**config.mk**
```make
export PLATFORM = sky130hd
export DESIGN_NAME = pipeline_hazard_ctrl
export DESIGN_NICKNAME = d
export VERILOG_FILES = /design/src/rtl/pipe_ctrl_pkg.sv /design/src/rtl/hazard_sat_counter.sv /design/src/rtl/pipeline_hazard_ctrl.sv
export SDC_FILE = /design/constraint.sdc
export NUM_CORES = 1
export LEC_CHECK = 0
export ABC_CLOCK_PERIOD_IN_PS = 2800
export CAP_MARGIN = 20
export CORE_ASPECT_RATIO = 1.4
export CORE_MARGIN = 5
export CORE_UTILIZATION = 45
export DETAILED_ROUTE_END_ITERATION = 7
export PLACE_DENSITY = 0.73
export SYNTH_ARGS = -nofsm -noshare
export SYNTH_HDL_FRONTEND = slang
export SYNTH_HIERARCHICAL = 1
export SYNTH_SLANG_ARGS = --single-unit
```
**constraint.sdc**
```tcl
create_clock -name clk -period 2.8 [get_ports clk]
set_input_delay 0.7 -clock clk [delete_from_list [all_inputs] [get_ports clk]]
set_output_delay 0.7 -clock clk [all_outputs]
set_load 0.1 [all_outputs]
```
**src/rtl/pipe_ctrl_pkg.sv**
```systemverilog
// rtl/pipe_ctrl_pkg.sv - shared types and constants for the pipeline hazard controller
package pipe_ctrl_pkg;

  typedef enum logic [1:0] {
    RUN      = 2'd0,
    MEM_WAIT = 2'd1,
    HALT     = 2'd2
  } state_t;

  localparam int REG_IDX_W     = 5;
  localparam int DEFAULT_CNT_W = 16;
  localparam int WAIT_W        = 8;

endpackage

```
**src/rtl/hazard_sat_counter.sv**
```systemverilog
// rtl/hazard_sat_counter.sv - saturating event counter for pipeline statistics
module hazard_sat_counter #(
  parameter int W = 16
) (
  input  logic         clk,
  input  logic         rst,
  input  logic         inc,
  output logic [W-1:0] count
);

  // count up on inc, stick at all-ones instead of wrapping
  always_ff @(posedge clk) begin
    if (rst) begin
      count <= '0;
    end else if (inc && (count != {W{1'b1}})) begin
      count <= count + 1'b1;
    end
  end

endmodule

```
**src/rtl/pipeline_hazard_ctrl.sv**
```systemverilog
// rtl/pipeline_hazard_ctrl.sv - stall/flush scheduler for the 5-stage pipeline
module pipeline_hazard_ctrl
  import pipe_ctrl_pkg::*;
#(
  parameter int CNT_W    = DEFAULT_CNT_W,
  parameter int MAX_WAIT = 64
) (
  input  logic                 clk,
  input  logic                 rst,
  input  logic [REG_IDX_W-1:0] id_rs1,
  input  logic [REG_IDX_W-1:0] id_rs2,
  input  logic                 id_uses_rs1,
  input  logic                 id_uses_rs2,
  input  logic                 id_ex_mem_read,
  input  logic [REG_IDX_W-1:0] id_ex_rd,
  input  logic                 ex_branch_taken,
  input  logic                 mem_req,
  input  logic                 mem_ready,
  output logic                 pc_write,
  output logic                 if_id_write,
  output logic                 if_id_flush,
  output logic                 id_ex_flush,
  output logic                 pipe_hold,
  output logic                 mem_wb_bubble,
  output logic                 halted,
  output logic [CNT_W-1:0]     stall_cycles,
  output logic [CNT_W-1:0]     flush_events
);

  localparam logic [WAIT_W-1:0] MAX_WAIT_C = WAIT_W'(MAX_WAIT);

  state_t            state, state_nxt;
  logic [WAIT_W-1:0] wait_cnt, wait_nxt;
  logic              load_use;
  logic              freeze;
  logic              flush_evt;
  logic              stall_inc;

  // x0 is never written, so a load targeting it cannot create a dependency
  assign load_use = id_ex_mem_read && (id_ex_rd != '0) &&
                    ((id_uses_rs1 && (id_rs1 == id_ex_rd)) ||
                     (id_uses_rs2 && (id_rs2 == id_ex_rd)));

  // a fresh unfinished access freezes from RUN; in MEM_WAIT only mem_ready matters
  assign freeze = ((state == RUN) && mem_req && !mem_ready) ||
                  ((state == MEM_WAIT) && !mem_ready);

  // state and wait counter registers
  always_ff @(posedge clk) begin
    if (rst) begin
      state    <= RUN;
      wait_cnt <= '0;
    end else begin
      state    <= state_nxt;
      wait_cnt <= wait_nxt;
    end
  end

  // next state: enter MEM_WAIT on a pending access, trip the watchdog at MAX_WAIT
  always_comb begin
    state_nxt = state;
    wait_nxt  = wait_cnt;
    case (state)
      RUN: begin
        if (mem_req && !mem_ready) begin
          wait_nxt  = WAIT_W'(1);
          state_nxt = (MAX_WAIT_C == WAIT_W'(1)) ? HALT : MEM_WAIT;
        end
      end
      MEM_WAIT: begin
        if (!mem_ready) begin
          wait_nxt = wait_cnt + WAIT_W'(1);
          if (wait_nxt == MAX_WAIT_C) begin
            state_nxt = HALT;
          end
        end else begin
          wait_nxt  = '0;
          state_nxt = RUN;
        end
      end
      HALT: begin
        state_nxt = HALT;
      end
      default: begin
        state_nxt = RUN;
        wait_nxt  = '0;
      end
    endcase
  end

  // control outputs: freeze beats branch redirect, which beats load-use bubble
  always_comb begin
    pc_write      = 1'b1;
    if_id_write   = 1'b1;
    if_id_flush   = 1'b0;
    id_ex_flush   = 1'b0;
    pipe_hold     = 1'b0;
    mem_wb_bubble = 1'b0;
    halted        = 1'b0;
    flush_evt     = 1'b0;
    if (rst) begin
      pc_write      = 1'b0;
      if_id_write   = 1'b0;
      if_id_flush   = 1'b1;
      id_ex_flush   = 1'b1;
      mem_wb_bubble = 1'b1;
    end else if (state == HALT) begin
      pc_write      = 1'b0;
      if_id_write   = 1'b0;
      pipe_hold     = 1'b1;
      mem_wb_bubble = 1'b1;
      halted        = 1'b1;
    end else if (freeze) begin
      // EX is frozen, so a taken branch there is re-presented after release
      pc_write      = 1'b0;
      if_id_write   = 1'b0;
      pipe_hold     = 1'b1;
      mem_wb_bubble = 1'b1;
    end else if (ex_branch_taken) begin
      // the flush discards the dependent instruction, so no load-use stall
      if_id_flush   = 1'b1;
      id_ex_flush   = 1'b1;
      flush_evt     = 1'b1;
    end else if (load_use) begin
      pc_write      = 1'b0;
      if_id_write   = 1'b0;
      id_ex_flush   = 1'b1;
    end
  end

  assign stall_inc = !rst && (state != HALT) && !pc_write;

  hazard_sat_counter #(.W(CNT_W)) u_stall_cnt (
    .clk   (clk),
    .rst   (rst),
    .inc   (stall_inc),
    .count (stall_cycles)
  );

  hazard_sat_counter #(.W(CNT_W)) u_flush_cnt (
    .clk   (clk),
    .rst   (rst),
    .inc   (flush_evt),
    .count (flush_events)
  );

endmodule

```
==> results.cfg <==
[critical_path]
cp_max_fo = 3
crit_arrival_ps = 2060
cp-end-kind = output port
timing_worst_setup_path_type = input port to output port
startpoint_type = input port
crit_required_ps = 2100

[cells_and_area]
layout-drive-gt1-share_pct = 26.9
areaGrowthSynthToFinish_pct = 39.9
n_fill_cell = 487
layout.nets = 409
final-seq-area_um2 = 841
insertedDiodeCount = 0
final_common_cell = buf_4
utilization_pct = 64.3
final_cell_mix = 57 x buf_4, 42 x dfxtp_1, 31 x a21oi_1
multi_input_area_um2 = 1640

[status]
status = finished, final reports clean

[power_and_ir_drop]
p_per_area_nw_per_um2 = 402
swShare_pct = 25.8
pwr-share-clk_pct = 41.6
pwr-share-comb_pct = 15.2
p_seq_share_pct = 43.2
fin_total_pwr_uw = 1410
p_int_uw = 1050
vdd_drop_max_mv = 0.314
p_sw_uw = 363
p_leak_uw = 0.00135

[cts]
cts_made_buffers = 5
clockBufferDepth = 2
clk_latency_ps = 300
htree_levels = 2
tritoncts = yes
clock_sinks = 42
clk_pin_slew_ps = 90
cts-root-buf = clkbuf_8
cts_hold_buffers = 0

[synthesis]
synth-seq-cells = 42
synth-adder-area-share_pct = 2.00
synth_nets = 331
synth-compound-area-share_pct = 19.3
synthCells = 304
yosysWarnings = 6
synthArstFlopShare_pct = 0
ys_types = 49
muxShareOfSynthArea_pct = 1.70
seq_area_frac_synth_pct = 33.6
synth-xor-area-share_pct = 4.90
synth-simple-area-share_pct = 34.4
synth_ff_type = dfxtp_1
netlist_area_um2 = 2500
syn_avg_cell_area_um2 = 8.23
synth_top_family_by_area = simple AND/OR/NAND/NOR gates
synth_edf_count = 0

[timing]
hold_ws_ps = 525
slew_viol_final = 0
rsz0062_at_grt = no
finalCritPeriodShare_pct = 98.5
hold_violations = 0
setup_ws_ps = 42.8
fin_crit_ps = 2760
skew_ps = 5.17
max_freq_ghz = 0.363
setup_violations = 0
slew_headroom_pct = 50.2
tightest_slew_ps = 737

[global_route]
antenna_found_initial = 0
grt_max_degree = 23
grt_pass1_wl_um = 11300
grt_usage_pct = 19.3
grt_pass1_vias = 2474
grt-ovfl-total = 0

[floorplan]
rows = 32
die_area_um2 = 7170
fp.dieH_um = 98.2
core_area_um2 = 5450
initial_core_util_pct = 46.0
ios = 62
die_width_um = 73.0

[place]
place_ws_ps = -413
gp_congestion = 0.839
portBuffers = 61
post-dp-hpwl_um = 5070

[route]
first_iter_violations = 134
route.detailed.wl_per_inst_um = 14.8
totalWireLength_um = 6670
via_per_inst = 5.84
drt_first_pass_iters = 4
drc = 0
ant_nets = 0
routed-via-count = 2632

[hold_path]
min_path_type = flop to flop

[run]
cap_violations = 0
[metal layers]
metal  routed length, um  global-route usage (%)  vias to the layer above
met2                3580                    33.4                       65
met1                2650                    23.1                     1239
met4                 127                    6.68                        0
met5                   0                       0                        -
met3                 306                    3.71                       12
li1                    -                       -                     1316
[synth_stat cells (2+ instances only)]
library cell / number / area (um2)
o311ai_0: 2 / 17.5
and4_1: 7 / 61.3
clkbuf_1: 6 / 22.5
nand4_1: 7 / 43.8
nor4_1: 6 / 37.5
or3_1: 7 / 43.8
inv_1: 8 / 30.0
o21ai_0: 16 / 80.1
mux2i_1: 2 / 20.0
nor4_4: 2 / 42.5
nor2_1: 23 / 86.3
xor2_1: 8 / 70.1
a21oi_1: 32 / 160
o21a_1: 2 / 15.0
nand2_1: 15 / 56.3
buf_2: 5 / 25.0
a22oi_1: 2 / 15.0
xnor2_1: 6 / 52.6
ha_1: 4 / 50.1
nand3_1: 15 / 75.1
o41ai_1: 3 / 26.3
a31oi_1: 3 / 18.8
dfxtp_1: 42 / 841
mux2_2: 2 / 22.5
nor4bb_1: 3 / 30.0
nand2b_1: 2 / 12.5
nand2_2: 2 / 12.5
and3_1: 5 / 31.3
o31ai_1: 13 / 97.6
and2_1: 2 / 12.5
or4_1: 16 / 120
nor2b_1: 4 / 25.0
buf_1: 2 / 7.51
nand3b_1: 5 / 37.5
nor3_1: 10 / 50.1
nand4_4: 2 / 42.5
[final timing paths]
| kind | from | to | slack (ps) | cells after the start |
|---|---|---|---|---|
| hold / removal | state[0] | state[0] | 520 | 1 |
| setup / recovery | id_ex_rd[3] | if_id_write | 40 | 6 |
| hold reg to reg | state[0] | state[0] | 520 | 1 |
| setup reg to reg | state[0] | u_stall_cnt/count[7] | 560 | 9 |
[state kept, by name, indices dropped and copies added (netlist names)]
signal             cells
wait_cnt               8
u_flush_cnt/count     16
u_stall_cnt/count     16
state                  2
[power by group through the flow]
stage	combinational, uW	sequential [uW]	clock [uW]
finish	214	608	587
global route	226	609	623
CTS	214	608	599
detailed placement	215	622	0
global placement	213	622	0
floorplan	102	638	0
[final cells by class]
cell class              instances  share of cell area [%]
clock buffers                   5                    1.97
clock inverters                 3                    1.97
inverters                       8                   0.858
multi-input cells             239                    47.0
flip-flops and latches         42                    24.0
well taps                      68                    2.43
repair buffers                 86                    21.8
[worst max-delay path, stage by stage]
cell	delay, ps
buf_6	90
buf_4	130
or4_4	490
o21ai_4	210
o311a_4	260
buf_12	180
[what timing repair did]
item,CTS,global route
gates resized for setup,50,6
hold endpoints to repair,0,0
pin swaps,11,6
setup buffers,1,0
endpoints found under the setup margin,15,4
[through the flow]
stage / TNS, ps / instances / area (um2)
after floorplan: -96.0 / 304 / 2570
after global placement: -5980 / 442 / 3350
after detailed placement: -6250 / 442 / 3350
after CTS: -6.37 / 451 / 3490
after global routing: 0 / 451 / 3500
final: 0 / 451 / 3500
[cells by family (layout without fill, tap and decap cells)]
logic type	after synthesis	after routing
DFF	42	42
muxes	4	4
AOI/OAI and AO/OA	79	79
adders and majority gates	4	4
and+or+nand+nor	138	138
xor gates and xnor gates	14	14
buffers and inverters	23	102
No activity file was read; power rests on OpenSTA's default activity.
